===== config.mk =====
export PLATFORM = sky130hd
export DESIGN_NAME = fir_filter_mac
export DESIGN_NICKNAME = d
export VERILOG_FILES = /design/src/rtl/fir_filter_mac.sv
export SDC_FILE = /design/constraint.sdc
export NUM_CORES = 1
export LEC_CHECK = 0
export CORE_ASPECT_RATIO = 0.5
export CORE_MARGIN = 5
export CORE_UTILIZATION = 55
export CTS_CLUSTER_DIAMETER = 60
export DETAILED_ROUTE_END_ITERATION = 16
export GPL_TIMING_DRIVEN = 0
export PLACE_DENSITY = 0.73
export SYNTH_ARGS = -nofsm -noshare
export SYNTH_HDL_FRONTEND = slang
export SYNTH_SLANG_ARGS = --single-unit

===== constraint.sdc =====
create_clock -name clk -period 7.4 [get_ports clk]
set_clock_uncertainty 0.1 [all_clocks]
set_input_delay 1.48 -clock clk [delete_from_list [all_inputs] [get_ports clk]]
set_output_delay 1.48 -clock clk [all_outputs]
set_load 0.03 [all_outputs]

===== src/rtl/fir_filter_mac.sv =====
// Time-multiplexed FIR filter: one signed multiplier, TAPS MAC cycles per sample,
// runtime-writable coefficients, optional output saturation.
module fir_filter_mac #(
    parameter int DATA_W = 8,
    parameter int COEF_W = 8,
    parameter int TAPS   = 8,
    parameter int OUT_W  = 16,
    parameter int SHIFT  = 0,
    parameter int SAT    = 1
) (
    input  logic                     clk,
    input  logic                     rst,
    input  logic [DATA_W-1:0]        x_in,
    input  logic                     in_valid,
    output logic                     in_ready,
    input  logic                     coef_we,
    input  logic [$clog2(TAPS)-1:0]  coef_addr,
    input  logic [COEF_W-1:0]        coef_data,
    output logic                     coef_err,
    output logic [OUT_W-1:0]         y_out,
    output logic                     out_valid
);
    localparam int AW    = $clog2(TAPS);
    localparam int P_W   = DATA_W + COEF_W;
    localparam int ACC_W = P_W + AW;
    localparam int EXT_W = (ACC_W > OUT_W) ? ACC_W : OUT_W;
    localparam logic signed [EXT_W-1:0] Y_MAX = EXT_W'({1'b0, {(OUT_W-1){1'b1}}});
    localparam logic signed [EXT_W-1:0] Y_MIN = ~Y_MAX;
    localparam logic [AW-1:0] LAST = AW'(TAPS - 1);

    typedef enum logic [1:0] {IDLE, MAC, OUT} state_t;
    state_t state, next_state;

    logic signed [DATA_W-1:0] x [TAPS];
    logic signed [COEF_W-1:0] c [TAPS];
    logic signed [ACC_W-1:0]  acc;
    logic [AW-1:0]            idx;
    logic signed [P_W-1:0]    prod;
    logic signed [ACC_W-1:0]  shifted;
    logic signed [EXT_W-1:0]  ext;
    logic [OUT_W-1:0]         y_next;
    logic                     accept;
    logic                     coef_ok;
    logic                     coef_bad;

    always_ff @(posedge clk or posedge rst) begin
        if (rst) state <= IDLE;
        else     state <= next_state;
    end

    always_comb begin
        next_state = state;
        case (state)
            IDLE:    if (in_valid) next_state = MAC;
            MAC:     if (idx == LAST) next_state = OUT;
            OUT:     next_state = IDLE;
            default: next_state = IDLE;
        endcase
    end

    assign in_ready = (state == IDLE);
    assign accept   = in_valid && in_ready;
    // Widened compare so addresses past TAPS are caught when TAPS is not a power of two.
    assign coef_ok  = coef_we && in_ready && ({1'b0, coef_addr} < (AW + 1)'(TAPS));
    assign coef_bad = coef_we && !coef_ok;
    assign prod     = x[idx] * c[idx];

    always_comb begin
        shifted = acc >>> SHIFT;
        ext     = EXT_W'(shifted);
        y_next  = ext[OUT_W-1:0];
        if (SAT != 0) begin
            if (ext > Y_MAX)      y_next = Y_MAX[OUT_W-1:0];
            else if (ext < Y_MIN) y_next = Y_MIN[OUT_W-1:0];
        end
    end

    always_ff @(posedge clk or posedge rst) begin
        if (rst) begin
            for (int unsigned k = 0; k < TAPS; k++) begin
                x[k] <= '0;
                c[k] <= '0;
            end
            c[0]      <= COEF_W'(1);
            acc       <= '0;
            idx       <= '0;
            y_out     <= '0;
            out_valid <= 1'b0;
            coef_err  <= 1'b0;
        end else begin
            out_valid <= 1'b0;
            coef_err  <= coef_bad;
            if (coef_ok) c[coef_addr] <= coef_data;
            case (state)
                IDLE: if (accept) begin
                    x[0] <= x_in;
                    for (int unsigned k = 1; k < TAPS; k++) x[k] <= x[k-1];
                    acc <= '0;
                    idx <= '0;
                end
                MAC: begin
                    acc <= acc + ACC_W'(prod);
                    idx <= idx + 1'b1;
                end
                OUT: begin
                    y_out     <= y_next;
                    out_valid <= 1'b1;
                end
                default: ;
            endcase
        end
    end
endmodule


== After elaboration in Yosys (flattened, before gate mapping) ==
Cells that the tools add are included.
Word-level totals
  memories: 0
  logic and storage cells: 67
  output and inout port bits: 19
  bits in latches: 0
  memory bits (writable): 0
  memory bits (read-only): 0
  register bits: 170
  input port bits: 23
Cells by class
  multiply operators: 1
  order comparisons: 5
  mux-type cells: 19
  bitwise logic cells: 2
  equal/unequal tests: 6
  divide/modulo/power cells: 0
  reduce and logical (&&, ||, !) cells: 10
  add/sub/neg operators: 2
  shift-type cells: 0
Operator list (number)
  64-bit bitwise mux: 1
  8-bit binary-select mux with 3-bit select: 2
  8-bit 2-to-1 mux: 5
  19-bit case mux with 2 select lines: 1
  16-bit 2-to-1 mux: 2
  8-bit demux with 3-bit select: 1
  19-bit by 16-bit adder with 19-bit output: 1
  19-bit by 16-bit > comparator with 1-bit output (second input constant): 1
  19-bit by 16-bit less-than comparator with 1-bit output (second input constant): 1
  19-bit 2-to-1 mux: 1
  8-bit by 8-bit multiplier with 16-bit output: 1
  4-bit greater-or-equal comparator (second input constant): 2
  3-bit inverter with 4-bit output: 2
  3-bit case mux with 2 select lines: 1
  2-bit AND reduction: 3
  1-bit logical AND: 4
  4-bit by 1-bit less-than comparator with 1-bit output (second input constant): 1
  2-bit 2-to-1 mux: 2
  2-bit inequality test (second input constant): 2
  2-bit case mux with 2 select lines: 1
  3-bit by 1-bit adder with 3-bit output (second input constant): 1
  3-bit equality test (second input constant): 1
  3-bit 2-to-1 mux: 1
  2-bit by 1-bit equality test with 1-bit output (second input constant): 1
  6 further kinds: 6

== Depth between registers and ports, before layout ==
Gate-level depths: netlist (run 1).
  depth in word-level cells: 7
  mapped depth: 23
  gate-level depth less buffers: 20

== Worst setup path after synthesis (run 1) ==
No wires, ideal clock.
  path type: register to register
  from: reg idx[1]
  to: reg acc[18]
  cell stages (with the launch flop): 21
  period minus slack after synthesis: 6.156 ns
  data required time: 7.168 ns
  setup slack: 1.244 ns
  data arrival time: 5.924 ns
  setup time: 0.132 ns
  buffers on the path: 3
  cells stage by stage: dfrtp_1 buf_4 buf_6 buf_2 mux4_2 mux2_2 nor2b_1 fa_1 inv_1 fa_1 inv_1 fa_1 fa_1 ha_1 ha_1 a21o_1 a2111oi_4 nor2_1 a311oi_2 xnor2_1 o21ai_1
Between the ends
  longest elaborated chain between the ends: 7
  elaborated cells on any way between the ends: 10
  classes of those cells: 1 x add/sub; 1 x mul; 7 x mux; 1 x bitwise
RTL lines
  from (decl): line 37  | logic [AW-1:0] idx;
  from (signal assigned): line 103  | idx <= idx + 1'b1;
  3-bit inverter with 4-bit output (implied by the code) *: line 66  | assign prod = x[idx] * c[idx];
  8-bit binary-select mux with 3-bit select: line 66
  8-bit 2-to-1 mux (implied by the code) (2 in series): line 66
  8-bit by 8-bit multiplier with 16-bit output *: line 66
  19-bit by 16-bit adder with 19-bit output *: line 102  | acc <= acc + ACC_W'(prod);
  19-bit case mux with 2 select lines *: line 94  | case (state)
  to (signal assigned): line 102
  to (decl): line 36  | logic signed [ACC_W-1:0] acc;
Every way passes the cells marked *; elsewhere a longest branch is shown, timed or not. The select of a mux whose other input is x is not followed.
A chain may end at the register's enable or synchronous reset.

== Worst setup path in the final report (run 1) ==
  from: reg idx[1]
  to: reg acc[16]
The elaborated chain is that of the path after synthesis.

==> key figures, run 1 <==
Status
  • Status: finished, final reports clean

STA
  • Worst Tran Pin Value: 0.820 ns
  • Final period util: 89.1%
  • Worst slew margin relative to its limit: 45.1%
  • Final hold vios: 0
  • Tmin final: 6.59 ns
  • Fin. max-slew vios: 0
  • # setup viols final: 0
  • RSZ-0062 raised after global routing: false
  • Fmax: 152 MHz

Logic synthesis
  • Xor/xnor share of the synthesized area: 1.52%
  • Post-Syn Instances: 994
  • Synthesized area per cell: 11.0 um2
  • Sequential-to-total area share from yosys stat: 38.9%
  • Main combinational cell family by area after synthesis: adder cells
  • Post-synthesis mux area share: 16.5%
  • Mapped Nets: 1147
  • Post-synth EDFFs: 0
  • Main synth FF type: dfrtp_1
  • Post-synth top area cell: dfrtp_1
  • Syn Std Cell Area: 0.0109 mm2
  • Distinct cells, synth: 50
  • Synthesized flop and latch total: 170
  • Share of synthesized flip-flops with an asynchronous set or reset: 100%
  • Adder-Cell Fraction of Synth Area: 20.6%
  • Top-area cell type share of the netlist area: 38.6%
  • Compound-gate portion of the synthesized area: 4.22%
  • Synth warn: 0
  • Simple-gate share of the synthesized area: 13.2%
  • Area contributors post-synth: dfrtp_1 (39%), fa_1 (15%), nand2_1 (8.6%), mux2_2 (7.0%), mux4_2 (6.6%)

CTS
  • Clock Tree Root: clkbuf_16
  • Post-CTS Setup Bufs: 0
  • Clk pin slew, worst setup/hold paths: 0.07 ns
  • Hold Buf Count CTS: 0
  • Cts repair resizes: 0
  • H-Tree Depth: 4
  • CTS Buf Count: 17
  • Clock Latency Late Sink: 0.44 ns
  • Maximum clock path buffer count: 2
  • CTS sink count: 170
  • CTS tree: done

Worst setup path
  • CP peak stage delay: 0.60 ns
  • CP Launch Type: flop
  • Top cell by count, worst path: fa_1
  • FF-to-FF End: acc[16]
  • CP max stage cell: nor2_2
  • CP delay by family, top: adder cells
  • WP buf/inv: 6
  • WP data arrival: 6.83 ns
  • Worst Setup Path Type: flop to flop
  • Reg2reg setup slack: 0.81 ns
  • CP endpoint kind: flop
  • Largest fanout on the critical path: 12
  • R2r startpoint: idx[1]
  • Worst Reg-to-Reg Cells: 21
  • Critical-path cell list: buf_4 > buf_6 > buf_2 > mux4_2 > mux2_4 > inv_2 > nor2_2 > inv_2 > fa_1 > inv_1 > fa_1 > fa_1 > fa_1 > fa_1 > ha_1 > o21ai_0 > o21ai_1 > a41oi_1 > a21bo_2 > nand4b_1 > o311ai_1
  • CP required: 7.64 ns

Detailed routing
  • Drt pass-1 iters: 5
  • Starting DRT DRC Count: 544
  • Wirelength per Cell: 17.6 um
  • WL final: 23500 um
  • Vias per cell: 5.40
  • Via Count: 7202
  • Post-route ant nets: 0
  • DRC errors left: 0

Die
  • DIE AREA: 0.0230 mm2
  • Std cell rows: 36
  • Core area: 0.0195 mm2
  • Starting density of the core: 56.1%
  • Die X: 209 um
  • # IOs: 42
  • Chip height: 110 um

Worst hold path
  • Worst Hold Class: flop to flop
  • Hold path depth: 2
  • Min-delay src: y_out[13]
  • Hold Path End: y_out[13]

Global routing
  • Largest net degree at the start of global routing: 91
  • First-pass GRT wire length: 39700 um
  • Antenna violations before repair: 0
  • Via count of the first global-routing pass: 7598
  • Congestion Overflow GR: 0
  • Global router's overall resource usage: 22.2%

Cells and area
  • Nets: 1208
  • Most frequent cells in the layout: nand2_1 (251), dfrtp_1 (169), inv_1 (92)
  • Storage cell area: 0.00426 mm2
  • Share of cells above drive strength 1: 16.0%
  • Layout Utilization: 63.2%
  • Layout area overhead: 12.6%
  • Most common cell after layout, fill and taps aside: nand2_1
  • ANT cells: 0
  • Fill count: 1479
  • Footprint of the multi-input gates: 0.00613 mm2

Placed design
  • Detailed Place HPWL: 17700 um
  • RD Place Congestion: 0.883
  • I/O Buffers: 41

Run
  • Max_cap viols: 0
## tightest hold or removal path, cell delays in order, from the launching register on
cell and delay (ns):
dfrtp_1 0.34, nand2_1 0.05, nand2_1 0.05
## cells by family after synthesis
family	Yosys count
fa+ha+maj	130
buf+inv	134
flops	170
compound gates	72
xor+xnor	19
mux	117
simple gates	352
## Yosys cell counts, types with 4 or more instances
| cell type | count |
|---|---|
| a21o_1 | 4 |
| a21oi_1 | 8 |
| buf_2 | 4 |
| buf_4 | 4 |
| clkbuf_1 | 24 |
| dfrtp_1 | 169 |
| fa_1 | 84 |
| ha_1 | 46 |
| inv_1 | 93 |
| mux2_2 | 68 |
| mux2i_1 | 4 |
| mux2i_4 | 11 |
| mux4_2 | 32 |
| nand2_1 | 251 |
| nand2b_1 | 14 |
| nand3_1 | 12 |
| nor2_1 | 46 |
| nor2b_1 | 9 |
| nor3_1 | 4 |
| o21ai_0 | 36 |
| o31ai_1 | 5 |
| xnor2_1 | 9 |
| xor2_1 | 10 |
## how the worst max path moves through the flow
stage | startpoint | to | slack [ns] | depth (start not counted)
2_1_floorplan | rst | acc[0] | 1.22 | 1
3_3_place_gp | rst | y_out[15] | -0.80 | 2
3_5_place_dp | idx[1] | acc[18] | 0.45 | 20
4_1_cts | idx[1] | acc[18] | 0.38 | 20
5_1_grt | idx[1] | acc[16] | 0.40 | 21
6_report | idx[1] | acc[16] | 0.81 | 21
## through the flow
stage	worst slack, ns	setup TNS (ns)	instance area [um2]	instances	hold WS (ns)
2_1_floorplan	1.22	0	10900	994	0.341
3_3_place_gp	-0.797	-131.88	11700	1301	0.352
3_5_place_dp	0.451	0	11700	1302	0.358
4_1_cts	0.379	0	12300	1334	0.372
5_1_grt	0.402	0	12300	1334	0.397
6_report	0.808	0	12300	1334	0.366
## sequential cells by signal, indices dropped and copies added (netlist names)
name / flops
c: 64
x: 64
acc: 19
y_out: 16
idx: 3
state: 2
coef_err: 1
out_valid: 1
## routing by layer
layer | GRT usage, % | part of all wire, % | vias to the layer above
li1 | - | - | 3376
met1 | 31.9 | 48 | 3662
met2 | 35.6 | 46 | 140
met3 | 4.10 | 4.0 | 24
met4 | 5.82 | 1.4 | 0
met5 | 0 | 0 | -
## layout make-up
| class | count | area share [%] |
|---|---|---|
| tap | 266 | 2.70 |
| sequential | 170 | 34.5 |
| buffer | 38 | 1.59 |
| timing repair buffer | 42 | 3.55 |
| clock buffer | 19 | 3.59 |
| clock inverter | 13 | 1.24 |
| multi-input combinational | 690 | 49.8 |
| inverter | 96 | 2.99 |
Power of run 1 is not shown: default switching activity piles up to over one toggle a cycle in this logic, so the estimate is an artifact.
==> inputs of run 2 (changes only) <==
--- a/config.mk
+++ b/config.mk
@@ -12,6 +12,8 @@
 export DETAILED_ROUTE_END_ITERATION = 16
 export GPL_TIMING_DRIVEN = 0
 export PLACE_DENSITY = 0.73
+export SKIP_CTS_REPAIR_TIMING = 1
 export SYNTH_ARGS = -nofsm -noshare
 export SYNTH_HDL_FRONTEND = slang
 export SYNTH_SLANG_ARGS = --single-unit
+export TNS_END_PERCENT = 1
==> results of run 2 <==
No change in the layout: final DEF, timing and power equal those of run 1.
Power of run 2 is left out for the same reason.
